<file path="src/rtl/register_file_if.sv">
// Write/read bus of the A09 register bank: one write port and two combinational read ports.
interface register_file_if #(
  parameter int DataWidth = 16,
  parameter int AddrWidth = 3
);
  logic                 LD;
  logic [AddrWidth-1:0] WAddr;
  logic [DataWidth-1:0] DIn;
  logic [AddrWidth-1:0] RAddrA;
  logic [AddrWidth-1:0] RAddrB;
  logic [DataWidth-1:0] DOutA;
  logic [DataWidth-1:0] DOutB;

  modport master (
    output LD, WAddr, DIn, RAddrA, RAddrB,
    input  DOutA, DOutB
  );

  modport slave (
    input  LD, WAddr, DIn, RAddrA, RAddrB,
    output DOutA, DOutB
  );
endinterface

</file>
<file path="src/rtl/register_file.sv">
// A09 register bank: 2**AddrWidth x DataWidth, one write port, two combinational read
// ports, optional write-to-read forwarding and optional hard-wired zero register.
module register_file #(
  parameter int DataWidth = 16,
  parameter int AddrWidth = 3,
  parameter int Bypass    = 1,
  parameter int ZeroReg   = 0
) (
  input  logic          Clk,
  input  logic          Reset,
  register_file_if.slave bus
);

  localparam int Depth = 2 ** AddrWidth;

  logic [DataWidth-1:0] regs [Depth];
  logic                 wr_en;
  logic [DataWidth-1:0] dout_a;
  logic [DataWidth-1:0] dout_b;

  // LD is active-low; a write aimed at a hard-wired zero register is simply dropped.
  assign wr_en = !bus.LD && !((ZeroReg != 0) && (bus.WAddr == '0));

  always_ff @(posedge Clk) begin
    if (Reset) begin
      regs <= '{default: '0};
    end else if (wr_en) begin
      regs[bus.WAddr] <= bus.DIn;
    end
  end

  // Read mux for one port: array contents, then forwarding, then forced-zero overrides.
  function automatic logic [DataWidth-1:0] read_port(
    input logic [AddrWidth-1:0] raddr,
    input logic [DataWidth-1:0] stored
  );
    logic [DataWidth-1:0] val;
    val = stored;
    if ((Bypass != 0) && !bus.LD && (raddr == bus.WAddr)) begin
      val = bus.DIn;
    end
    if (Reset || ((ZeroReg != 0) && (raddr == '0))) begin
      val = '0;
    end
    return val;
  endfunction

  always_comb begin
    dout_a = read_port(bus.RAddrA, regs[bus.RAddrA]);
    dout_b = read_port(bus.RAddrB, regs[bus.RAddrB]);
  end

  assign bus.DOutA = dout_a;
  assign bus.DOutB = dout_b;

endmodule

</file>
<file path="src/flat_wrapper.sv">
// flat-port wrapper written by rule: the top's interface ports become plain ports
module register_file_flat 
#(
  parameter int DataWidth = 16,
  parameter int AddrWidth = 3,
  parameter int Bypass    = 1,
  parameter int ZeroReg   = 0
)
  (Clk, Reset, bus_LD, bus_WAddr, bus_DIn, bus_RAddrA, bus_RAddrB, bus_DOutA, bus_DOutB);
  register_file_if #(.DataWidth(DataWidth), .AddrWidth(AddrWidth)) bus_i ();
  input  logic Clk;
  input  logic Reset;
  input wire logic [$bits(bus_i.LD)-1:0] bus_LD;
  input wire logic [$bits(bus_i.WAddr)-1:0] bus_WAddr;
  input wire logic [$bits(bus_i.DIn)-1:0] bus_DIn;
  input wire logic [$bits(bus_i.RAddrA)-1:0] bus_RAddrA;
  input wire logic [$bits(bus_i.RAddrB)-1:0] bus_RAddrB;
  output wire logic [$bits(bus_i.DOutA)-1:0] bus_DOutA;
  output wire logic [$bits(bus_i.DOutB)-1:0] bus_DOutB;
  assign bus_i.LD = bus_LD;
  assign bus_i.WAddr = bus_WAddr;
  assign bus_i.DIn = bus_DIn;
  assign bus_i.RAddrA = bus_RAddrA;
  assign bus_i.RAddrB = bus_RAddrB;
  assign bus_DOutA = bus_i.DOutA;
  assign bus_DOutB = bus_i.DOutB;
  register_file #(.DataWidth(DataWidth), .AddrWidth(AddrWidth), .Bypass(Bypass), .ZeroReg(ZeroReg)) u_core (.Clk(Clk), .Reset(Reset), .bus(bus_i));
endmodule
</file>
<file path="config.mk">
export PLATFORM = sky130hd
export DESIGN_NAME = register_file_flat
export DESIGN_NICKNAME = d
export VERILOG_FILES = /design/src/rtl/register_file_if.sv /design/src/rtl/register_file.sv /design/src/flat_wrapper.sv
export SDC_FILE = /design/constraint.sdc
export NUM_CORES = 1
export LEC_CHECK = 0
export ABC_AREA = 0
export CORE_UTILIZATION = 40
export CTS_CLUSTER_SIZE = 30
export DETAILED_ROUTE_END_ITERATION = 10
export HOLD_SLACK_MARGIN = 0.1
export PLACE_DENSITY = 0.62
export SLEW_MARGIN = 10
export SYNTH_ARGS = -nofsm -noshare
export SYNTH_HDL_FRONTEND = slang
export SYNTH_SLANG_ARGS = --single-unit
</file>
<file path="constraint.sdc">
create_clock -name Clk -period 4.1 [get_ports Clk]
set_clock_uncertainty 0.05 [all_clocks]
set_input_delay 0.615 -clock Clk [delete_from_list [all_inputs] [get_ports Clk]]
set_output_delay 0.615 -clock Clk [all_outputs]
set_load 0.05 [all_outputs]
</file>
Word-level counts from Yosys, hierarchy flattened
Cells that the tools add are included.
- flip-flop bits (word level): 128
- input port bits: 28
- output and inout bits: 32
- word-level logic and storage cells: 34
- reductions and logical operators: 4
- mux-type cells: 13
- bitwise gates (word level): 3
- equal/unequal tests: 2
- order comparisons: 4
- operators with widths (operator ; count):
    2-to-1 mux 16 bit ; 9
    bitwise mux 128 bit ; 1
    binary-select mux 16 bit (select 3 bit) ; 2
    demux 16 bit (select 3 bit) ; 1
    greater-or-equal comparator 4 bit, second input constant ; 3
    inverter 3 -> 4 bit ; 3
    equality test 3 bit ; 2
    less-than comparator 4 x 1 -> 1 bit, second input constant ; 1
    logical AND 1 bit ; 3
    zero test 1 bit ; 1

Longest topological paths before layout
Gate-level depths: netlist (run 1).
- depth after elaboration: 6
- mapped depth: 7
- gate-level depth less buffers: 4

Least setup slack after synthesis (run 1)
No wires, ideal clock.
- path type: in2out
- start: input bus_WAddr[2]
- end: output bus_DOutB[14]
- arrival: 2.799 ns
- required time: 3.435 ns
- slack: 0.636 ns
- stages: 5
- buffers on the path: 2
- path through: buf_6 > xor2_1 > or4_1 > buf_2 > a211oi_1
- cells in the longest elaborated chain, start to end: 4
- RTL lines (element ; line ; source):
    start: declaration ; flat_wrapper.sv:14 ; input wire logic [$bits(bus_i.WAddr)-1:0] bus_WAddr;
    equality test 3 bit ; register_file.sv:39 ; if ((Bypass != 0) && !bus.LD && (raddr == bus.WAddr)) begin
    logical AND 1 bit ; register_file.sv:39 ;
    2-to-1 mux 16 bit ; register_file.sv:39 ;
    2-to-1 mux 16 bit ; register_file.sv:42 ; if (Reset || ((ZeroReg != 0) && (raddr == '0))) begin
    end: declaration ; flat_wrapper.sv:19 ; output wire logic [$bits(bus_i.DOutB)-1:0] bus_DOutB;
No other way between the ends.

Final worst setup path (run 1)
- start: input bus_WAddr[2]
- end: output bus_DOutB[0]
Same word-level chain as after synthesis.

==> results.md, run 1 <==
- GPL Wtd Cong: 0.866
- Delay of the slowest critical-path stage: 780 ps
- Slew Viols, Final: 0
- R2R Setup Slk: 3340 ps
- Synth top area cells: dfxtp_1 37%, nand2_1 14%, mux4_2 11%
- Hold WC Path Type: reg2reg
- CP Depth: 7
- Post-synthesis async set-or-reset flop share: 0
- Largest net degree at the start of global routing: 71
- Final nets: 903
- Worst-case clock buffer depth: 2
- Tmin final: 3700 ps
- Leak pwr: 2.91 nW
- Worst setup SP type: primary input
- GRT Overall Usage: 0.261
- Mean Syn Cell Area: 8.10 sq um
- Antenna violations before repair: 0
- Count leader, synth: nand2_1
- RR Endpoint: u_core.regs[19]
- Number of synthesis warnings: 0
- Slew headroom: 0.379
- Post-DP HPWL: 14.4 mm
- Simple-gate share of the synthesized area: 0.210
- First-pass GRT wire length: 35.0 mm
- Vias/cell: 5.78
- Via count: 6,389
- Largest registers: u_core.regs x128
- Layout cell share with drive strength beyond 1: 0.151
- Layout Utilization: 0.510
- Post-synthesis cell area: 6930 sq um
- DIE WIDTH: 134 um
- Initial core utilization: 0.413
- Layout fillers: 1,562
- FF+latch count, synth: 128
- CTS Root Cell: clkbuf_16
- Setup Buffers After CTS: 0
- DRC Markers: 0
- Cell count of the worst reg-to-reg path: 2
- Kind of end point of the critical path: output pin
- CTS resizes: 0
- Req. time, crit path: 3430 ps
- Worst-margin pin slew: 930 ps
- PwrDens: 377 nW/um^2
- Final TNS setup: 0 ps
- Number of antenna diodes: 0
- Crit-path cells: clkdlybuf4s50_1 > xor2_1 > nor4_4 > buf_4 > a211oi_1 > nor3_1 > buf_12
- Inserted Clock Buffers: 17
- Final setup fails: 0
- WL/cell: 20.5 um
- Syn Inst Count: 855
- Syn-to-layout area delta: 23.4%
- Multiplexer share of the synthesized area: 0.200
- CP Class: in2out
- Post-synth EDFFs: 0
- RR Startpoint: u_core.regs[19]
- Syn Nets: 883
- Yosys cell types: 24
- Share of the synthesized area in the top cell type: 0.370
- Hold EP: u_core.regs[42]
- H-tree lvl count: 4
- Drt initial violations: 728
- CTS tree: done
- Post-synthesis compound-gate area fraction: 0.155
- Largest family of logic cells by synthesized area: simple AND/OR/NAND/NOR gates
- Ys flop type: dfxtp_1
- Largest register FFs: 128
- RSZ-0062 raised after global routing: false
- Clock Pin Slew Worst Setup and Hold Paths: 50 ps
- Clock latency on the worst-skew pair: 410 ps
- CP Data Arrival Time: 3030 ps
- CP max stage cell: clkdlybuf4s50_1
- Peak VDD IR: 0.000294 V
- Biggest register: u_core.regs
- Min-Delay Path Depth: 2
- Routed WL: 22.7 mm
- List of most frequent post-synthesis cells: 263 x nand2_1, 128 x a21oi_1, 128 x dfxtp_1
- Area of the die: 17,800 sq um
- Status: finished clean
- Fin. Hold Viols: 0
- Number of global-route vias before repair: 6,029
- Synth Area in Adders: 0
- Site row count: 47
- Worst path bufs/invs: 3
- Yosys top cell by area: dfxtp_1
- Die Y: 134 um
- Sequential area share after synthesis: 0.370
- Max-cap viol count: 0
- Min-Delay Startpoint: u_core.regs[42]
- # IOs: 60
- Crit-path max FO: 11
- Router iterations before antenna repair: 5
- Delay-heaviest family, CP: buffers and inverters
- Min Hold Slack: 414 ps
- PortBufs: 59
- Total gr overflow: 0
- Hold buffers post-CTS: 0
- Remaining antenna violation count: 0
- Final period util: 0.902
- Max Freq: 0.270 GHz
- Core area: 16,800 sq um
- Tot Pwr: 0.00322 W
- Xor and xnor area share after synthesis: 0.00759
- Clock sinks: 128
==> metrics by stage <==
stage	setup slack [ps]	area (sq um)	cells
6_report	403	8550	1106
5_1_grt	319	8550	1106
4_1_cts	440	8550	1106
3_5_place_dp	439	7960	1076
3_3_place_gp	464	7960	1076
2_1_floorplan	636	6930	855
==> report_power, final <==
group          switching (W)  internal, W
registers          0.0000187      0.00127
logic               0.000274     0.000169
clock network       0.000532     0.000954
total               0.000825      0.00239
==> logic make-up (layout without fill, tap and decap cells) <==
family / Yosys count / in the layout
simple gates: 351 / 351
compound gates: 190 / 190
flops: 128 / 128
mux: 96 / 96
buf+inv: 84 / 115
xor+xnor: 6 / 6
==> layout make-up <==
class	count	area (sq um)	share of cell area
Clock buffer	26	539	0.0631
Clock inverter	4	47.5	0.00556
Multi-Input combinational cell	643	3980	0.466
Sequential cell	128	2560	0.300
Tap cell	220	275	0.0322
Timing Repair Buffer	85	1140	0.134
==> placed cells by master (no fill, tap or decap) <==
master / n
a211oi_1: 31
a211oi_2: 1
a21oi_1: 128
buf_12: 36
buf_2: 2
buf_4: 23
bufinv_16: 1
clkbuf_1: 1
clkbuf_16: 17
clkbuf_8: 8
clkdlybuf4s50_1: 24
clkinv_2: 2
clkinvlp_4: 1
dfxtp_1: 128
mux2i_1: 62
mux4_2: 34
nand2_1: 263
nand2b_1: 5
nand3_1: 2
nor2_1: 37
nor2b_1: 3
nor3_1: 30
nor3_2: 4
nor4_4: 3
o22ai_1: 30
or2_2: 2
or4_1: 2
xor2_1: 6
==> worst max-delay path by stage <==
stage	from	to	slack [ps]
detailed placement	bus_WAddr[2]	bus_DOutB[0]	440
floorplan	bus_WAddr[2]	bus_DOutB[14]	640
global placement	bus_WAddr[2]	bus_DOutB[5]	460
global route	bus_WAddr[2]	bus_DOutA[5]	320
CTS	bus_WAddr[2]	bus_DOutA[5]	440
finish	bus_WAddr[2]	bus_DOutB[0]	400
==> tightest hold or removal path: cells and delay by family (launching register included) <==
kind	cells	cell delay [ps]
AOI/OAI and AO/OA	1	50
DFF	1	310
and+or+nand+nor	1	50
==> routing by layer <==
layer	up-vias	global-route usage	part of all wire
met5	-	0	0
met1	3058	0.358	0.43
met2	279	0.404	0.46
li1	3020	-	-
met3	32	0.0502	0.083
met4	0	0.101	0.020
Power figures use the tool's default switching activity.
==> run 2: changes to the inputs <==
Settings changed: HOLD_SLACK_MARGIN 0.1 to 0.06.
==> results of run 2 <==
Same layout as run 1: the final DEF is identical, and so are final timing and power.
